--- src/rtl/logic_unit_nb.sv ---
// logic_unit_nb
//   Two-stage pipelined N-bit bitwise logic unit with valid/ready handshakes
//   on both sides, a registered zero flag, an accumulate mode that uses the
//   previous result in place of x, and a wrapping completed-operation counter.
//
// Parameters
//   WIDTH  operand/result width in bits (>= 1)
//   CNT_W  width of the completed-operation counter
//
// Ports
//   clk        clock, rising edge
//   rst        asynchronous active-high reset
//   in_valid   transaction present on x/y/op/acc
//   in_ready   block accepts a transaction this cycle (combinational from out_ready)
//   x, y       operands (x ignored when acc=1, y ignored for NOT/PASS)
//   op         3-bit opcode: AND NAND OR NOR XOR XNOR NOT-x PASS-x
//   acc        1 = substitute the previous result for x
//   out_valid  result present on out
//   out_ready  consumer accepts the result this cycle
//   out        result
//   zero       registered, 1 when out_valid and out == 0
//   op_count   number of output handshakes, modulo 2^CNT_W
//
// Handshake: a transfer happens on a rising edge where valid && ready are
// both high; the producer holds its data stable while valid && !ready, and
// ready may depend combinationally on the downstream ready.
module logic_unit_nb #(
  parameter int WIDTH = 4,
  parameter int CNT_W = 8
) (
  input  logic             clk,
  input  logic             rst,
  input  logic             in_valid,
  output logic             in_ready,
  input  logic [WIDTH-1:0] x,
  input  logic [WIDTH-1:0] y,
  input  logic [2:0]       op,
  input  logic             acc,
  output logic             out_valid,
  input  logic             out_ready,
  output logic [WIDTH-1:0] out,
  output logic             zero,
  output logic [CNT_W-1:0] op_count
);

  // Stage 1 holding registers
  logic             s1_valid_q, s1_valid_d;
  logic [WIDTH-1:0] s1_x_q, s1_x_d;
  logic [WIDTH-1:0] s1_y_q, s1_y_d;
  logic [2:0]       s1_op_q, s1_op_d;
  logic             s1_acc_q, s1_acc_d;

  // Stage 2 (output) registers and accumulator
  logic             out_valid_q, out_valid_d;
  logic [WIDTH-1:0] out_q, out_d;
  logic             zero_q, zero_d;
  logic [WIDTH-1:0] acc_q, acc_d;
  logic [CNT_W-1:0] op_count_q, op_count_d;

  logic             s2_free;
  logic             transfer;
  logic             accept;
  logic             out_hs;
  logic [WIDTH-1:0] eff_x;
  logic [WIDTH-1:0] result;

  assign s2_free  = !out_valid_q || out_ready;
  assign transfer = s1_valid_q && s2_free;
  assign in_ready = !s1_valid_q || s2_free;
  assign accept   = in_valid && in_ready;
  assign out_hs   = out_valid_q && out_ready;

  // acc_q always holds the result of the most recent transfer, so an acc
  // transaction sitting in s1 sees its immediate predecessor's result even
  // when both move on the same edge.
  assign eff_x = s1_acc_q ? acc_q : s1_x_q;

  always_comb begin
    result = '0;
    unique case (s1_op_q)
      3'b000: result = eff_x & s1_y_q;
      3'b001: result = ~(eff_x & s1_y_q);
      3'b010: result = eff_x | s1_y_q;
      3'b011: result = ~(eff_x | s1_y_q);
      3'b100: result = eff_x ^ s1_y_q;
      3'b101: result = ~(eff_x ^ s1_y_q);
      3'b110: result = ~eff_x;
      3'b111: result = eff_x;
      default: result = '0;
    endcase
  end

  always_comb begin
    s1_valid_d  = s1_valid_q;
    s1_x_d      = s1_x_q;
    s1_y_d      = s1_y_q;
    s1_op_d     = s1_op_q;
    s1_acc_d    = s1_acc_q;
    out_valid_d = out_valid_q;
    out_d       = out_q;
    zero_d      = zero_q;
    acc_d       = acc_q;
    op_count_d  = op_count_q;

    if (accept) begin
      s1_valid_d = 1'b1;
      s1_x_d     = x;
      s1_y_d     = y;
      s1_op_d    = op;
      s1_acc_d   = acc;
    end else if (transfer) begin
      s1_valid_d = 1'b0;
    end

    if (transfer) begin
      out_valid_d = 1'b1;
      out_d       = result;
      zero_d      = (result == '0);
      acc_d       = result;
    end else if (out_hs) begin
      // out keeps its last value; zero only flags a valid result
      out_valid_d = 1'b0;
      zero_d      = 1'b0;
    end

    if (out_hs) begin
      op_count_d = op_count_q + 1'b1;
    end
  end

  always_ff @(posedge clk or posedge rst) begin
    if (rst) begin
      s1_valid_q  <= 1'b0;
      s1_x_q      <= '0;
      s1_y_q      <= '0;
      s1_op_q     <= '0;
      s1_acc_q    <= 1'b0;
      out_valid_q <= 1'b0;
      out_q       <= '0;
      zero_q      <= 1'b0;
      acc_q       <= '0;
      op_count_q  <= '0;
    end else begin
      s1_valid_q  <= s1_valid_d;
      s1_x_q      <= s1_x_d;
      s1_y_q      <= s1_y_d;
      s1_op_q     <= s1_op_d;
      s1_acc_q    <= s1_acc_d;
      out_valid_q <= out_valid_d;
      out_q       <= out_d;
      zero_q      <= zero_d;
      acc_q       <= acc_d;
      op_count_q  <= op_count_d;
    end
  end

  assign out_valid = out_valid_q;
  assign out       = out_q;
  assign zero      = zero_q;
  assign op_count  = op_count_q;

endmodule

--- config.mk ---
export PLATFORM = sky130hd
export DESIGN_NAME = logic_unit_nb
export DESIGN_NICKNAME = d
export VERILOG_FILES = /design/src/rtl/logic_unit_nb.sv
export SDC_FILE = /design/constraint.sdc
export NUM_CORES = 1
export LEC_CHECK = 0
export ABC_AREA = 1
export BUFFER_PORTS_ARGS = -buffer_cell sky130_fd_sc_hd__buf_2
export CORE_MARGIN = 1
export CORE_UTILIZATION = 30
export CTS_CLUSTER_DIAMETER = 50
export DETAILED_ROUTE_END_ITERATION = 12
export PLACE_DENSITY = 0.56
export SETUP_SLACK_MARGIN = 0.1
export SKIP_CTS_REPAIR_TIMING = 1
export SLEW_MARGIN = 20
export SYNTH_ARGS = -nofsm -noshare
export SYNTH_HDL_FRONTEND = slang
export SYNTH_SLANG_ARGS = --single-unit
--- constraint.sdc ---
create_clock -name clk -period 1.85 [get_ports clk]
set_input_delay 0.2775 -clock clk [delete_from_list [all_inputs] [get_ports clk]]
set_output_delay 0.2775 -clock clk [all_outputs]
set_load 0.03 [all_outputs]
# Yosys cells after proc, flatten, opt, wreduce, memory -nomap -nowiden
# Cells that the tools add are included.
[totals]
reg_bits = 27
in_bits = 16
output_inout_bits = 15
word_cells = 42
[op_classes]
n_eq_ne = 7
muxes = 7
n_bitwise = 7
addsub = 1
reduce_logical = 11
[ops]
columns = ["operator", "count"]
rows = [
  ["$pmux 4 s8", 1],
  ["$not 4->4", 4],
  ["$eq 3x3->1 const B", 4],
  ["$add 8x1->8 const B", 1],
  ["$eq 3x2->1 const B", 2],
  ["$mux 1", 5],
  ["$and 4x4->4", 1],
  ["$logic_not 4->1", 1],
  ["$mux 4", 1],
  ["$or 4x4->4", 1],
  ["$reduce_bool 2->1", 2],
  ["$xor 4x4->4", 1],
  ["$eq 3x1->1 const B", 1],
  ["$logic_and 1x1->1", 3],
  ["$logic_not 3->1", 1],
  ["$logic_not 1->1", 2],
  ["$logic_or 1x1->1", 2],
]

# Longest topological paths before layout
[logic_depth]
word_depth = 6
ltp_mapped = 13
ltp_nobuf = 12

# Worst setup path before layout
# Ideal clock, no wire load.
[synth_timing]
path_type = "register to register"
start = "reg out_valid_q (netlist: out_valid)"
end = "reg s1_acc_q"
path_buffers = 1
slack_ps = 223
t_arrival_ps = 1549
t_required_ps = 1773
period_less_slack_ps = 1627
setup_ps = 77
path_stages_with_launch = 6
path_cell_list = "dfrtp_1 nand3_1 nand2_1 buf_2 nor2_1 a21oi_1"
[synth_via]
elab_chain_cells = 4
[synth_lines]
columns = ["item", "line_no", "rtl"]
rows = [
  ["start: declaration", "54", "logic out_valid_q, out_valid_d;"],
  ["start signal: assignment", "149", "out_valid_q <= out_valid_d;"],
  ["$logic_not 1->1", "67", "assign s2_free = !out_valid_q || out_ready;"],
  ["$logic_or 1x1->1", "67", ""],
  ["$logic_or 1x1->1", "69", "assign in_ready = !s1_valid_q || s2_free;"],
  ["net in_ready", "34", "output logic in_ready,"],
  ["$logic_and 1x1->1", "70", "assign accept = in_valid && in_ready;"],
  ["end signal: assignment", "137", "s1_acc_q <= 1'b0;"],
  ["end signal: assignment", "148", "s1_acc_q <= s1_acc_d;"],
  ["end: declaration", "51", "logic s1_acc_q, s1_acc_d;"],
]
# The timed path passes the listed nets, and every way through them passes these cells.
# A chain may end at the register's enable or synchronous reset.

# Worst setup path in the final report
[layout_timing]
start = "reg s1_acc_q"
end = "reg zero_q (netlist: zero)"
[layout_via]
elab_chain_cells = 6
word_cells_on_any_way = 11
cone_classes = "mux: 3; bitwise: 7; reduce/logical: 1"
[layout_lines]
columns = ["item", "line_no", "rtl"]
rows = [
  ["$mux 4 *", "76", "assign eff_x = s1_acc_q ? acc_q : s1_x_q;"],
  ["$xor 4x4->4 (tied with other cells)", "85, 86", ""],
  ["$not 4->4 (on tied branches)", "86, 82, 84", ""],
  ["$pmux 4 s8 *", "80", "unique case (s1_op_q)"],
  ["$logic_not 4->1 *", "118", "zero_d = (result == '0);"],
  ["$mux 1 *", "115", "if (transfer) begin"],
  ["end signal: assignment", "151", "zero_q <= zero_d;"],
  ["end: declaration", "56", "logic zero_q, zero_d;"],
]
# Every way passes the cells marked *; elsewhere a longest branch is shown, timed or not.

==> impl_results.html <==
<table>
<tr><th>Metric</th><th>Value</th></tr>
<tr><th colspan="2">Timing</th></tr>
<tr><td>Total negative setup slack</td><td>0 ns</td></tr>
<tr><td>Final clock period utilization by the worst path</td><td>89.3%</td></tr>
<tr><td>Number of pins with negative max-slew slack in the final report</td><td>0</td></tr>
<tr><td>Worst setup margin</td><td>between 0.15 and 0.2 ns</td></tr>
<tr><td>Relative slew margins</td><td>76.4%</td></tr>
<tr><td>Hold violation total from the final report</td><td>0</td></tr>
<tr><td>Worst clock skew</td><td>about 0.0064 ns</td></tr>
<tr><td>Worst-margin pin slew</td><td>between 0.3 and 0.4 ns</td></tr>
<tr><td>Setup-violating endpoint count in the final report</td><td>0</td></tr>
<tr><td>Final worst path period need</td><td>about 1.7 ns</td></tr>
<tr><td>Unrepaired setup endpoints after global routing</td><td>true</td></tr>
<tr><td>Hold_ws</td><td>0.0464 ns</td></tr>
<tr><td>F_max</td><td>605 MHz</td></tr>
<tr><th colspan="2">Synth</th></tr>
<tr><td>Unique cell type count in the Yosys netlist</td><td>25</td></tr>
<tr><td>Largest area contributor in the netlist</td><td>dfrtp_1</td></tr>
<tr><td>Primary FF master, synth</td><td>dfrtp_1</td></tr>
<tr><td>Fraction of registers with async set or reset after synthesis</td><td>100%</td></tr>
<tr><td>Area contributors post-synth</td><td>dfrtp_1 41%, nand2_1 13%, ha_1 6.9%</td></tr>
<tr><td>Synth Area per Inst</td><td>7.67 um^2</td></tr>
<tr><td>Synthesized area</td><td>1630 um^2</td></tr>
<tr><td>Synthesized instance count</td><td>213</td></tr>
<tr><td>Top-count cell post-synth</td><td>nand2_1</td></tr>
<tr><td>Most instantiated cells after synthesis</td><td>55 x nand2_1, 30 x nor2_1, 29 x inv_1</td></tr>
<tr><td>Proportion of netlist area held by the largest area contributor</td><td>41.3%</td></tr>
<tr><td>Number of flops mapped to enable cells by yosys</td><td>0</td></tr>
<tr><td>Net count after synthesis</td><td>238</td></tr>
<tr><td>Yosys warning count</td><td>0</td></tr>
<tr><td>Sequential cell area fraction in the yosys report</td><td>41.3%</td></tr>
<tr><td>Post-synthesis sequential element count</td><td>27</td></tr>
<tr><th colspan="2">Detailed routing</th></tr>
<tr><td>DRT Pass-1 Iters</td><td>4</td></tr>
<tr><td>Number of DRC markers after the initial detailed-route iteration</td><td>46</td></tr>
<tr><td>Via Count</td><td>1401</td></tr>
<tr><td>Remaining number of nets flagged by the antenna check after routing</td><td>0</td></tr>
<tr><td>Wire length reported by the detailed router</td><td>3.74 mm</td></tr>
<tr><td>DRC violation count after routing</td><td>0</td></tr>
<tr><td>Wire length per cell</td><td>11.7 um</td></tr>
<tr><td>Via-per-instance ratio</td><td>4.39</td></tr>
<tr><th colspan="2">CTS</th></tr>
<tr><td>Library cell used as clock root buffer</td><td>clkbuf_8</td></tr>
<tr><td># clock sinks</td><td>27</td></tr>
<tr><td>CTS tree</td><td>built</td></tr>
<tr><td>Clock transition at path regs</td><td>about 0.11 ns</td></tr>
<tr><td>CTS Buf Count</td><td>3</td></tr>
<tr><td>Insertion delay to the later sink of the worst-skew pair</td><td>0.28 ns</td></tr>
<tr><td>Buffers from clock root to sink, at most</td><td>2</td></tr>
<tr><td>H-tree Lvls</td><td>1</td></tr>
<tr><th colspan="2">Power</th></tr>
<tr><td>Power Density</td><td>1250 nW/um^2</td></tr>
<tr><td>Total power</td><td>approximately 2.5 mW</td></tr>
<tr><td>Static leakage</td><td>~1.1 nW</td></tr>
<tr><td>Worst voltage drop across the vdd grid</td><td>0.429 mV</td></tr>
<tr><th colspan="2">Floorplanning</th></tr>
<tr><td>Area inside the core boundary</td><td>approximately 5200 um^2</td></tr>
<tr><td>DIE WIDTH</td><td>about 76 um</td></tr>
<tr><td>Placement Rows</td><td>26</td></tr>
<tr><td>Die Y</td><td>roughly 76 um</td></tr>
<tr><td>Count of boundary I/O pins</td><td>31</td></tr>
<tr><td>Area enclosed by the die boundary</td><td>around 5700 um^2</td></tr>
<tr><td>Initial Util</td><td>31.6%</td></tr>
<tr><th colspan="2">Job</th></tr>
<tr><td>Reported max-cap violation count</td><td>0</td></tr>
<tr><th colspan="2">Worst setup path</th></tr>
<tr><td>Critical path buffers and inverters</td><td>2</td></tr>
<tr><td>Worst flop-to-flop path startpoint</td><td>s1_acc_q$_DFFE_PP0P_</td></tr>
<tr><td>Worst setup EP type</td><td>flop</td></tr>
<tr><td>Cell chain of the critical path</td><td>buf_6 -&gt; o21ai_4 -&gt; inv_1 -&gt; ha_4 -&gt; nand4_1 -&gt; nand2_1 -&gt; nor2_1 -&gt; nand2_2 -&gt; nand2_4 -&gt; nand3_1 -&gt; nand2_1</td></tr>
<tr><td>Start point of the critical path</td><td>s1_acc_q$_DFFE_PP0P_</td></tr>
<tr><td>Critical path class</td><td>flop to flop</td></tr>
<tr><td>WP data required</td><td>2.03 ns</td></tr>
<tr><td>Critical path's slowest cell</td><td>dfrtp_2</td></tr>
<tr><td>Crit path max-delay family</td><td>simple AND/OR/NAND/NOR gates</td></tr>
<tr><td>Type of origin of the critical path</td><td>flop</td></tr>
<tr><td>Crit Path Max Fanout</td><td>5</td></tr>
<tr><td>Max stage delay on crit path</td><td>0.46 ns</td></tr>
<tr><td>Arrival time reported for the critical path endpoint</td><td>1.84 ns</td></tr>
<tr><td>Cell repeated most along the worst path</td><td>nand2_1</td></tr>
<tr><th colspan="2">Global routing</th></tr>
<tr><td>Congestion Overflow GR</td><td>0</td></tr>
<tr><td>Number of global-route vias before repair</td><td>1239</td></tr>
<tr><td>First-pass GRT wire length</td><td>5.64 mm</td></tr>
<tr><td>Largest net degree at the start of global routing</td><td>28</td></tr>
<tr><td>Tot GR Track Use</td><td>around an eighth</td></tr>
<tr><td>Initial antenna violation count</td><td>0</td></tr>
<tr><th colspan="2">Placed design</th></tr>
<tr><td>Number of instances in the placed design</td><td>313</td></tr>
<tr><td>HPWL reported at the end of detailed placement</td><td>2.69 mm</td></tr>
<tr><td>Count of port buffers added during placement</td><td>30</td></tr>
<tr><td>Placement-stage worst setup slack</td><td>just under 0.09 ns</td></tr>
<tr><td>GP Congestion</td><td>0.799</td></tr>
<tr><th colspan="2">Final layout</th></tr>
<tr><td>Fin nets</td><td>275</td></tr>
<tr><td>Layout cells sized above 1</td><td>25.7%</td></tr>
<tr><td>Number of standard cells in the layout, taps in and fillers out</td><td>319</td></tr>
<tr><td>Growth of design area from synthesis to finish</td><td>22.0%</td></tr>
<tr><td>Number of diodes</td><td>0</td></tr>
<tr><th colspan="2">Status</th></tr>
<tr><td>Status</td><td>finished clean</td></tr>
<tr><th colspan="2">Min path</th></tr>
<tr><td>Class of the tightest hold or removal check</td><td>input port to async pin</td></tr>
</table>
## final timing paths
kind | slack [ns] | cells past startpoint | endpoint
min in group clk | 0.23 | 3 | s1_x_q[1]$_DFFE_PP0P_
hold reg to reg | 0.47 | 1 | op_count[7]$_DFFE_PP0P_
hold / removal | 0.05 | 3 | acc_q[1]$_DFFE_PP0P_
setup / recovery | 0.20 | 11 | zero$_DFFE_PP0P_
setup reg to reg | 0.20 | 11 | zero$_DFFE_PP0P_
max in group asynchronous | 1.52 | 3 | s1_acc_q$_DFFE_PP0P_
## power by group
group	switching (mW)	leakage, nW	internal, mW
logic	0.781	0.744	0.420
registers	0.173	0.317	0.753
clock network	0.214	0.0217	0.154
## sequential cells by signal, indices dropped and copies added, names as in the netlist
register    count
s1_op_q         3
s1_x_q          4
s1_acc_q        1
zero            1
op_count        8
s1_valid_q      1
s1_y_q          4
out_valid       1
acc_q           4
## worst min-delay path: cells and delay by family
| family | cells | cell delay (ns) |
|---|---|---|
| buffers and inverters | 3 | 0.48 |
## cell usage in the layout (no fill, tap or decap), types with 3 or more instances in the layout
master	instances
ha_1	7
buf_2	30
nor2_2	4
dfrtp_1	25
xor2_1	5
nand2_1	53
o21ai_1	3
nand4_1	6
nand2_2	5
inv_1	29
o21ai_0	4
clkbuf_8	3
nor2_1	29
inv_2	3
nand3_1	8
a21oi_1	12
buf_4	5
## area by class of cell
type                       count  area, um^2
clock buffer                   3        41.3
timing repair buffer          36         199
multi-input combinational    150         860
sequential                    27         678
clock inverter                 1        7.51
tap                           70        87.6
fill                         546        3180
inverter                      32         120
## routing by layer
layer / track usage [%] / part of all wire, %
met5: 0 / 0
met4: 5.76 / 1.6
met3: 2.12 / 4.7
met2: 20.4 / 46
met1: 18.5 / 48
## metrics by stage
step                util, %  area (um^2)
floorplan                 -         1630
global placement       36.2         1870
detailed placement     36.2         1870
CTS                    37.1         1920
global route           38.5         1990
finish                 38.5         1990
## cell families (layout without fill, tap and decap cells)
| kind of cell | Yosys count | count (layout) | synth area share, % |
|---|---|---|---|
| and+or+nand+nor | 109 | 109 | 29.8 |
| buffers and inverters | 36 | 72 | 9.26 |
| DFF | 27 | 27 | 41.3 |
| AOI/OAI and AO/OA | 24 | 24 | 8.27 |
| adders and majority gates | 9 | 9 | 6.89 |
| xor gates and xnor gates | 7 | 7 | 3.75 |
| muxes | 1 | 1 | 0.689 |
No activity file was read; power rests on OpenSTA's default activity.
